--- config.mk ---
export PLATFORM = sky130hd
export DESIGN_NAME = cl_ocl_regfile_axil
export DESIGN_NICKNAME = d
export VERILOG_FILES = /design/src/rtl/cl_ocl_regfile_pkg.sv /design/src/rtl/cl_ocl_regfile_wr_chan.sv /design/src/rtl/cl_ocl_regfile_axil.sv
export SDC_FILE = /design/constraint.sdc
export NUM_CORES = 1
export LEC_CHECK = 0
export BUFFER_PORTS_ARGS = -buffer_cell sky130_fd_sc_hd__buf_2
export CORE_AREA = 2 2 209 211
export DETAILED_ROUTE_END_ITERATION = 6
export DIE_AREA = 0 0 211 213
export GPL_TIMING_DRIVEN = 0
export PLACE_DENSITY = 0.69
export REMOVE_ABC_BUFFERS = 1
export SLEW_MARGIN = 20
export SYNTH_ARGS = -nofsm -noshare
export SYNTH_HDL_FRONTEND = slang
export SYNTH_HIERARCHICAL = 1
export SYNTH_SLANG_ARGS = --single-unit
--- constraint.sdc ---
create_clock -name clk_main_a0 -period 4.9 [get_ports clk_main_a0]
set_clock_uncertainty 0.15 [all_clocks]
set_input_delay 0.245 -clock clk_main_a0 [delete_from_list [all_inputs] [get_ports clk_main_a0]]
set_output_delay 0.245 -clock clk_main_a0 [all_outputs]
set_load 0.005 [all_outputs]
--- src/rtl/cl_ocl_regfile_pkg.sv ---
// Shared types and address decode for the OCL AXI-Lite register file.
// Used by the write channel and the top level.
package cl_ocl_regfile_pkg;

  typedef enum logic [1:0] {
    RESP_OKAY   = 2'b00,
    RESP_SLVERR = 2'b10
  } resp_t;

  typedef enum logic {
    W_IDLE,
    W_RESP
  } wr_state_t;

  typedef enum logic {
    R_IDLE,
    R_RESP
  } rd_state_t;

  typedef struct packed {
    logic       hit_rw;
    logic       hit_ro;
    logic       err;
    logic [6:0] idx;
  } dec_t;

  // Map a byte address onto a register index, flagging misses.
  function automatic dec_t decode(
    input logic [63:0] addr,
    input logic [63:0] base,
    input logic [7:0]  n_rw,
    input logic [7:0]  n_ro,
    input logic [2:0]  sh
  );
    logic [63:0] off;
    logic [63:0] ix;
    logic [63:0] msk;
    dec_t        d;
    off = addr - base;
    ix  = off >> sh;
    msk = (64'd1 << sh) - 64'd1;
    d   = '0;
    d.idx = ix[6:0];
    if (addr < base || (off & msk) != 64'd0
        || ix >= 64'(n_rw) + 64'(n_ro))
      d.err = 1'b1;
    else if (ix < 64'(n_rw))
      d.hit_rw = 1'b1;
    else
      d.hit_ro = 1'b1;
    return d;
  endfunction

endpackage

--- src/rtl/cl_ocl_regfile_wr_chan.sv ---
// AW/W capture and write-response FSM.
// Emits a single-cycle commit carrying index, data, strobes, error.
module cl_ocl_regfile_wr_chan
  import cl_ocl_regfile_pkg::*;
#(
  parameter int              DATA_W    = 32,
  parameter int              ADDR_W    = 32,
  parameter logic [ADDR_W-1:0] BASE_ADDR = 'h500,
  parameter int              NUM_RW    = 8,
  parameter int              NUM_RO    = 4
) (
  input  logic                clk,
  input  logic                rst_n,
  input  logic                awvalid,
  output logic                awready,
  input  logic [ADDR_W-1:0]   awaddr,
  input  logic                wvalid,
  output logic                wready,
  input  logic [DATA_W-1:0]   wdata,
  input  logic [DATA_W/8-1:0] wstrb,
  output logic                bvalid,
  input  logic                bready,
  output logic [1:0]          bresp,
  output logic                commit_o,
  output logic [6:0]          idx_o,
  output logic [DATA_W-1:0]   data_o,
  output logic [DATA_W/8-1:0] strb_o,
  output logic                err_o
);

  localparam int STRB_W = DATA_W / 8;
  localparam int SH     = $clog2(STRB_W);

  wr_state_t           state_q, state_d;
  logic                aw_held_q, aw_held_d;
  logic                w_held_q, w_held_d;
  logic [ADDR_W-1:0]   addr_q, addr_d;
  logic [DATA_W-1:0]   data_q, data_d;
  logic [STRB_W-1:0]   strb_q, strb_d;
  logic                bvalid_q, bvalid_d;
  resp_t               bresp_q, bresp_d;

  logic                aw_hs;
  logic                w_hs;
  logic [ADDR_W-1:0]   addr_cur;
  dec_t                dec;

  assign awready  = !aw_held_q && state_q == W_IDLE;
  assign wready   = !w_held_q && state_q == W_IDLE;
  assign aw_hs    = awvalid && awready;
  assign w_hs     = wvalid && wready;
  assign addr_cur = aw_held_q ? addr_q : awaddr;
  assign dec      = decode(64'(addr_cur), 64'(BASE_ADDR),
                           8'(NUM_RW), 8'(NUM_RO), 3'(SH));

  assign commit_o = state_q == W_IDLE
                 && (aw_held_q || aw_hs)
                 && (w_held_q || w_hs);
  assign idx_o    = dec.idx;
  assign data_o   = w_held_q ? data_q : wdata;
  assign strb_o   = w_held_q ? strb_q : wstrb;
  assign err_o    = !dec.hit_rw;
  assign bvalid   = bvalid_q;
  assign bresp    = bresp_q;

  // Capture halves, commit when both present, hold response to bready.
  always_comb begin
    state_d   = state_q;
    aw_held_d = aw_held_q;
    w_held_d  = w_held_q;
    addr_d    = addr_q;
    data_d    = data_q;
    strb_d    = strb_q;
    bvalid_d  = bvalid_q;
    bresp_d   = bresp_q;
    if (aw_hs) begin
      aw_held_d = 1'b1;
      addr_d    = awaddr;
    end
    if (w_hs) begin
      w_held_d = 1'b1;
      data_d   = wdata;
      strb_d   = wstrb;
    end
    if (commit_o) begin
      state_d  = W_RESP;
      bvalid_d = 1'b1;
      bresp_d  = dec.hit_rw ? RESP_OKAY : RESP_SLVERR;
    end
    if (state_q == W_RESP && bready) begin
      state_d   = W_IDLE;
      bvalid_d  = 1'b0;
      aw_held_d = 1'b0;
      w_held_d  = 1'b0;
    end
  end

  // Write channel state registers.
  always_ff @(posedge clk or negedge rst_n) begin
    if (!rst_n) begin
      state_q   <= W_IDLE;
      aw_held_q <= 1'b0;
      w_held_q  <= 1'b0;
      addr_q    <= '0;
      data_q    <= '0;
      strb_q    <= '0;
      bvalid_q  <= 1'b0;
      bresp_q   <= RESP_OKAY;
    end else begin
      state_q   <= state_d;
      aw_held_q <= aw_held_d;
      w_held_q  <= w_held_d;
      addr_q    <= addr_d;
      data_q    <= data_d;
      strb_q    <= strb_d;
      bvalid_q  <= bvalid_d;
      bresp_q   <= bresp_d;
    end
  end

endmodule

--- src/rtl/cl_ocl_regfile_axil.sv ---
// AXI4-Lite register file: RW control and RO status registers.
// Holds the register array, read FSM and register-0 byte swap.
module cl_ocl_regfile_axil
  import cl_ocl_regfile_pkg::*;
#(
  parameter int                DATA_W    = 32,
  parameter int                ADDR_W    = 32,
  parameter logic [ADDR_W-1:0] BASE_ADDR = 'h500,
  parameter int                NUM_RW    = 8,
  parameter int                NUM_RO    = 4,
  parameter bit                SWAP_REG0 = 1'b1
) (
  input  logic                     clk_main_a0,
  input  logic                     rst_main_n,
  input  logic                     awvalid,
  output logic                     awready,
  input  logic [ADDR_W-1:0]        awaddr,
  input  logic                     wvalid,
  output logic                     wready,
  input  logic [DATA_W-1:0]        wdata,
  input  logic [DATA_W/8-1:0]      wstrb,
  output logic                     bvalid,
  input  logic                     bready,
  output logic [1:0]               bresp,
  input  logic                     arvalid,
  output logic                     arready,
  input  logic [ADDR_W-1:0]        araddr,
  output logic                     rvalid,
  input  logic                     rready,
  output logic [DATA_W-1:0]        rdata,
  output logic [1:0]               rresp,
  input  logic [NUM_RO*DATA_W-1:0] ro_status_i,
  output logic [NUM_RW*DATA_W-1:0] rw_regs_o,
  output logic [NUM_RW-1:0]        wr_pulse_o
);

  localparam int STRB_W = DATA_W / 8;
  localparam int SH     = $clog2(STRB_W);

  logic              c_commit;
  logic [6:0]        c_idx;
  logic [DATA_W-1:0] c_data;
  logic [STRB_W-1:0] c_strb;
  logic              c_err;

  logic [DATA_W-1:0] regs_q [NUM_RW];
  logic [DATA_W-1:0] regs_d [NUM_RW];
  logic [NUM_RW-1:0] pulse_q, pulse_d;

  rd_state_t         rstate_q, rstate_d;
  logic              rvalid_q, rvalid_d;
  logic [DATA_W-1:0] rdata_q, rdata_d;
  resp_t             rresp_q, rresp_d;

  logic              ar_hs;
  dec_t              rd_dec;
  logic [DATA_W-1:0] reg0_sw;
  logic [DATA_W-1:0] rd_word;

  cl_ocl_regfile_wr_chan #(
    .DATA_W   (DATA_W),
    .ADDR_W   (ADDR_W),
    .BASE_ADDR(BASE_ADDR),
    .NUM_RW   (NUM_RW),
    .NUM_RO   (NUM_RO)
  ) u_wr (
    .clk     (clk_main_a0),
    .rst_n   (rst_main_n),
    .awvalid (awvalid),
    .awready (awready),
    .awaddr  (awaddr),
    .wvalid  (wvalid),
    .wready  (wready),
    .wdata   (wdata),
    .wstrb   (wstrb),
    .bvalid  (bvalid),
    .bready  (bready),
    .bresp   (bresp),
    .commit_o(c_commit),
    .idx_o   (c_idx),
    .data_o  (c_data),
    .strb_o  (c_strb),
    .err_o   (c_err)
  );

  assign arready    = rstate_q == R_IDLE;
  assign ar_hs      = arvalid && arready;
  assign rd_dec     = decode(64'(araddr), 64'(BASE_ADDR),
                             8'(NUM_RW), 8'(NUM_RO), 3'(SH));
  assign rvalid     = rvalid_q;
  assign rdata      = rdata_q;
  assign rresp      = rresp_q;
  assign wr_pulse_o = pulse_q;

  for (genvar g = 0; g < NUM_RW; g++) begin : g_out
    assign rw_regs_o[g*DATA_W +: DATA_W] = regs_q[g];
  end

  // Byte-strobed register update and per-register write pulse.
  always_comb begin
    regs_d  = regs_q;
    pulse_d = '0;
    for (int i = 0; i < NUM_RW; i++) begin
      if (c_commit && !c_err && c_idx == 7'(i)) begin
        pulse_d[i] = 1'b1;
        for (int b = 0; b < STRB_W; b++)
          if (c_strb[b])
            regs_d[i][b*8 +: 8] = c_data[b*8 +: 8];
      end
    end
  end

  // Read data source select, including register-0 byte reversal.
  always_comb begin
    reg0_sw = '0;
    for (int b = 0; b < STRB_W; b++)
      reg0_sw[b*8 +: 8] = regs_q[0][(STRB_W-1-b)*8 +: 8];
    rd_word = '0;
    for (int i = 0; i < NUM_RW; i++)
      if (rd_dec.hit_rw && rd_dec.idx == 7'(i))
        rd_word = (SWAP_REG0 && i == 0) ? reg0_sw : regs_q[i];
    for (int k = 0; k < NUM_RO; k++)
      if (rd_dec.hit_ro && rd_dec.idx == 7'(NUM_RW + k))
        rd_word = ro_status_i[k*DATA_W +: DATA_W];
  end

  // Read FSM: register response on AR, hold until rready.
  always_comb begin
    rstate_d = rstate_q;
    rvalid_d = rvalid_q;
    rdata_d  = rdata_q;
    rresp_d  = rresp_q;
    unique case (rstate_q)
      R_IDLE: begin
        if (ar_hs) begin
          rstate_d = R_RESP;
          rvalid_d = 1'b1;
          rdata_d  = rd_word;
          rresp_d  = rd_dec.err ? RESP_SLVERR : RESP_OKAY;
        end
      end
      R_RESP: begin
        if (rready) begin
          rstate_d = R_IDLE;
          rvalid_d = 1'b0;
        end
      end
      default: rstate_d = R_IDLE;
    endcase
  end

  // Register array and read channel state.
  always_ff @(posedge clk_main_a0 or negedge rst_main_n) begin
    if (!rst_main_n) begin
      for (int i = 0; i < NUM_RW; i++)
        regs_q[i] <= '0;
      pulse_q  <= '0;
      rstate_q <= R_IDLE;
      rvalid_q <= 1'b0;
      rdata_q  <= '0;
      rresp_q  <= RESP_OKAY;
    end else begin
      regs_q   <= regs_d;
      pulse_q  <= pulse_d;
      rstate_q <= rstate_d;
      rvalid_q <= rvalid_d;
      rdata_q  <= rdata_d;
      rresp_q  <= rresp_d;
    end
  end

endmodule

-- After elaboration in Yosys (flattened, before gate mapping)
Cells that the tools add are included.
Widths: inputs -> output; s select.
- register bits: 373
- input bits: 235
- output and inout bits: 305
- logic and storage cells: 196
- $add $sub $neg: 2
- order comparisons: 6
- equal/unequal tests: 20
- multiplexer cells: 44
- bitwise gates (word level): 2
- reductions and logical operators: 78
- operators by type and width (kind ; number):
    $mux 32 ; 14
    $reduce_bool 64->1 ; 2
    $ge 62x4->1 const B ; 2
    $lt 62x4->1 const B ; 2
    $reduce_and 2->1 ; 34
    $sub 32x11->33 const B ; 2
    $lt 32x11->1 const B ; 2
    $eq 7x3->1 const B ; 8
    $logic_and 1x1->1 ; 29
    $eq 7x2->1 const B ; 4
    $eq 7x4->1 const B ; 4
    $mux 1 ; 23
    $eq 7x1->1 const B ; 2
    $logic_not 7->1 ; 2
    $mux 2 ; 4
    $logic_or 1x1->1 ; 6
    $reduce_bool 2->1 ; 3
    $mux 4 ; 1
    $pmux 1 s2 ; 2
    $logic_not 1->1 ; 2
    $ne 2x1->1 const B ; 1
    $ne 2x2->1 const B ; 1
    $not 1->1 ; 2

-- Depth between registers and ports, before layout
- word-level depth: 18
- gate-level depth with buffers: 14
- gate-level depth less buffers: 12

-- Cells and area by module
The synthesis kept the hierarchy.
- by module, submodules not included (module ; times used ; cells each ; area each (um^2) ; sequential area each (um^2)):
    cl_ocl_regfile_axil ; 1 ; 1317 ; 14823.0 ; 7482.2
    cl_ocl_regfile_wr_chan ; 1 ; 306 ; 3842.4 ; 1801.7

-- Worst setup path before layout
Ideal clock, no wire load.
- kind: register to register
- start point: register u_wr.aw_held_q
- end point: register regs_q (netlist bit rw_regs_o[100])
- library setup time: 0.125 ns
- arrival time: 3.179 ns
- required time: 4.625 ns
- path slack: 1.446 ns
- cell stages (with the launch flop): 14
- path buffers: 1
- period minus slack after synthesis: 3.454 ns
- path through: dfrtp_1 buf_6 or4_1 o22a_1 nor4_2 o2111ai_1 a2111oi_2 nand2_1 nor2_1 nand3b_1 or2_2 nor2_1 nand2_1 mux2_2
- word-level cells in the longest chain between the ends: 9
- elaborated cells between the ends (all ways): 20
- classes of those cells: 1 x add/sub; 3 x order compare; 1 x eq/ne; 3 x mux; 12 x reduce/logical
- RTL lines (item ; RTL line ; RTL):
    from (decl) ; cl_ocl_regfile_wr_chan.sv:35 ; logic aw_held_q, aw_held_d;
    from (signal assigned) ; cl_ocl_regfile_wr_chan.sv:111 ; aw_held_q <= aw_held_d;
    parallel branches: the longest is 7 deep, another holds $lt 62x4->1 ; - ;
    $logic_and 1x1->1 (*) ; cl_ocl_regfile_axil.sv:104 ; if (c_commit && !c_err && c_idx == 7'(i)) begin
    $reduce_and 2->1 (no source line) (*) ; - ;
    to (signal assigned) ; cl_ocl_regfile_axil.sv:163 ; regs_q <= regs_d;
    to (decl) ; cl_ocl_regfile_axil.sv:46 ; logic [DATA_W-1:0] regs_q [NUM_RW];
Every way passes the cells marked *.
A chain may end at the register's enable or synchronous reset.

-- Final worst setup path
- start point: register u_wr.aw_held_q
- end point: register regs_q (netlist bit rw_regs_o[197])
The elaborated chain is that of the path after synthesis.

==> summary.md <==
| Metric | Value |
|---|---|
| Final cell count without fillers | approximately 2900 |
| # H-tree levels | 2 |
| Drt total wl | 83710 um |
| Die height | between 200 and 250 um |
| Mapped Cells | 1623 |
| Grt total ovfl | 0 |
| Worst-path fanout max | 8 |
| Dpl cell area | 22460 um^2 |
| Row cnt | 76 |
| Avg Cell Area, Syn | 11.50 um^2 |
| Final Power | approximately 0.0094 W |
| Hold Crit Class | input pin to asynchronous set/reset pin |
| Gpl congestion | 0.9003 |
| Die width | ~210 um |
| Port bufs | around 540 |
| Relative slew slack | a little over a quarter |
| DPL Wire Length | roughly 59000 um |
| PwrDens | 369.4 nW/um^2 |
| CTS tree | yes |
| Slowest CP cell | nor2_1 |
| Slew @ Worst Pin | about 1.1 ns |
| Drt pass-1 iters | 5 |
| Crit-path max cell delay | about 0.8 ns |
| DRC | 0 |
| Max Cap Viol | 0 |
| WP data arrival | 5.01 ns |
| GRT Overall Usage | 36.36% |
| Post-synth EDFFs | 0 |
| Clock transition at path regs | around 0.060 ns |
| CORE AREA | roughly 43000 um^2 |
| Clock buffer depth | 3 |
| Dpl ws | -0.2686 ns |
| Final worst path period need | 4.728 ns |
| Initial Util | 43.72% |
| Clk Latency, worst-skew pair | 0.57 ns |
| Achievable Freq | 0.2115 GHz |
| Asr flop ratio synth | 100.0% |
| Final Cell Area | around 25000 um^2 |
| Outcome | completed |
| Fillers | 3445 |
| Final ANT Viol Nets | 0 |
| Setup CP Type | register to register |
| Endpoints failing hold | 0 |
| Net total in the final layout | 2520 |
| Initial DRC Count | between 1500 and 2000 |
| Ys flop type | dfrtp_1 |
| Startpoint types | register |
| Number of vias per cell | ~6.3 |
| Vias | approximately 18000 |
| Static Leak | roughly 13 nW |
| RSZ-0062 raised after global routing | true |
| Largest net degree at the start of global routing | just over 100 |
| Top cell type's share of synthesized area | 49.74% |
| # setup viols final | 0 |
| Synth Cell Area | between 15000 and 20000 um^2 |
| WL/cell | 29.19 um |
| Maximum vdd drop | approximately 0.41 mV |
| Worst r2r src | u_wr/aw_held_q$_DFFE_PN0P_ |
| Final WS setup | between 0.15 and 0.2 ns |
| Yosys top cell by area | dfrtp_1 |
| Required @ worst endpoint | ~5.2 ns |
| WP buf/inv | 0 |
| Final slew viol count | 0 |
| Fin crit share | between 90% and 100% |
| Area grow syn2layout | 36.00% |
| CTS root buf | clkbuf_16 |
| Fraction of layout cells with a size suffix above 1 | between 40% and 50% |
| Total CTS buffers | between 40 and 50 |
| Vias in the first global route | approximately 18000 |
| Ports | 540 |
| Initial antenna violation count | 6 |
| Flops & latches, synth | roughly 370 |
| CP endpoint kind | register |
| Synth area leaders | dfrtp_1 50%, mux2_2 23%, a21oi_1 2.3% |
| Top cell family by delay on the critical path | simple AND/OR/NAND/NOR gates |
| Die area | around 45000 um^2 |
| CTS sink cnt | roughly 370 |
| Yosys cell types | 74 |
| Register area share after synthesis | 49.74% |
| Critical path cell sequence | nor4_2 -> o211ai_1 -> nor3_1 -> xor2_1 -> a2111oi_2 -> nand2_1 -> nor2_1 -> nand4_1 -> nor2_1 -> nand2_1 -> mux2_2 |
| Placed Cells | 2646 |
| First-pass GRT wire length | approximately 120000 um |
| Setup crit start | u_wr/aw_held_q$_DFFE_PN0P_ |
| Yosys warns | 6 |
## kinds of logic after synthesis
group	after synthesis	share of synthesized area [%]
compound gates	398	14.53
xor+xnor	2	0.09386
buf+inv	119	2.608
flops	371	49.74
mux	407	24.48
other cells	2	0.04023
simple gates	324	8.513
## synthesized netlist by cell type (all sizes together) (5+ instances only)
master and n:
a22o 13, inv 23, nor4b 7, a22oi 35
a311oi 13, nand4 11, mux2 376, nor2 92
a211oi 17, buf 31, or2 9, nand2 105
nor3b 7, a221oi 26, and3 6, mux2i 29
a2111oi 5, nor3 29, a21oi 86, nor4 15
o221ai 15, dfrtp 371, o32ai 6, o21ai 58
nand3 11, nand2b 6, nor2b 7, clkbuf 65
or3 5, o2bb2ai 12, o21bai 11, o22ai 63
## placed cells by master, fill, tap and decap left out, drive strengths merged, types with 7 or more instances in the layout
cell / netlist / routed
clkbuf: 65 / 58
or2: 9 / 9
nor4: 15 / 15
nor4b: 7 / 7
a311oi: 13 / 13
o21ai: 58 / 58
clkinv: 0 / 10
a21oi: 86 / 86
nor2b: 7 / 7
nor3b: 7 / 7
mux2i: 29 / 29
nand3: 11 / 11
o22ai: 63 / 63
mux2: 376 / 376
nand4: 11 / 11
o221ai: 15 / 15
inv: 23 / 23
a22oi: 35 / 35
dlygate4sd3: 0 / 138
o2bb2ai: 12 / 12
a211oi: 17 / 17
o21bai: 11 / 11
nor2: 92 / 92
nor3: 29 / 29
a22o: 13 / 13
nand2: 105 / 105
buf: 31 / 576
a221oi: 26 / 26
dfrtp: 371 / 371
## timing repair
item | 4_1_cts | 5_1_grt
hold buffers | 138 | 0
setup buffers | 0 | 3
resized for setup | 1 | 4
pin swaps | 0 | 1
endpoints found under the hold margin | 404 | 0
endpoints found under the setup margin | 32 | 92
## layout make-up
type	instances	area, um^2	share of cell area, %
tap	546	683.2	2.691
timing repair buffer	714	4765	18.77
inverter	23	86.33	0.3401
multi-input combinational	1133	9060	35.69
clock inverter	17	241.5	0.9513
clock buffer	58	1245	4.904
antenna	6	15.01	0.05915
sequential	371	9289	36.59
## metrics by stage
step	util [%]	TNS [ns]	hold WS [ns]
detailed placement	52.60	-5.540	0.02062
finish	59.45	0	0.03092
global route	59.44	-1.776	0.04752
floorplan	-	-4.270	-0.2006
global placement	50.67	-1864.73	0.2951
CTS	59.32	0	0.007465
## flip-flops by register name, indices dropped and copies added, names as in the netlist
| register | flops |
|---|---|
| rw_regs_o | 256 |
| rdata | 32 |
| rstate_q | 1 |
| u_wr/bresp | 1 |
| rvalid | 1 |
| u_wr/addr_q | 32 |
| u_wr/strb_q | 4 |
| u_wr/aw_held_q | 1 |
| u_wr/data_q | 32 |
| u_wr/w_held_q | 1 |
| rresp | 1 |
| wr_pulse_o | 8 |
| u_wr/bvalid | 1 |
## worst paths after layout
path | endpoint | slack (ns) | cells past startpoint
max in group asynchronous | u_wr/data_q[13]$_DFFE_PN0P_ | 3.51 | 4
setup reg to reg | rw_regs_o[197]$_DFFE_PN0P_ | 0.17 | 11
hold reg to reg | rresp[1]$_DFFE_PN0P_ | 0.33 | 2
min in group clk_main_a0 | rdata[20]$_DFFE_PN0P_ | 0.06 | 3
setup / recovery | rw_regs_o[197]$_DFFE_PN0P_ | 0.17 | 11
hold / removal | u_wr/data_q[22]$_DFFE_PN0P_ | 0.03 | 2
## report_power, final
group          total (W)  internal, W  switching [W]
Sequential       0.00370      0.00342       0.000287
Clock            0.00341      0.00209        0.00132
Combinational    0.00226      0.00101        0.00126
Total            0.00938      0.00651        0.00286
## routing by layer
metal  up-vias  GRT usage (%)  wire length (um)
met5         -              0                17
met4         2          21.37              5245
met3       287          10.18              8332
met2      1180          57.20             38150
met1      8985          44.87             31960
li1       7506              -                 -
No activity file was read; power rests on OpenSTA's default activity.
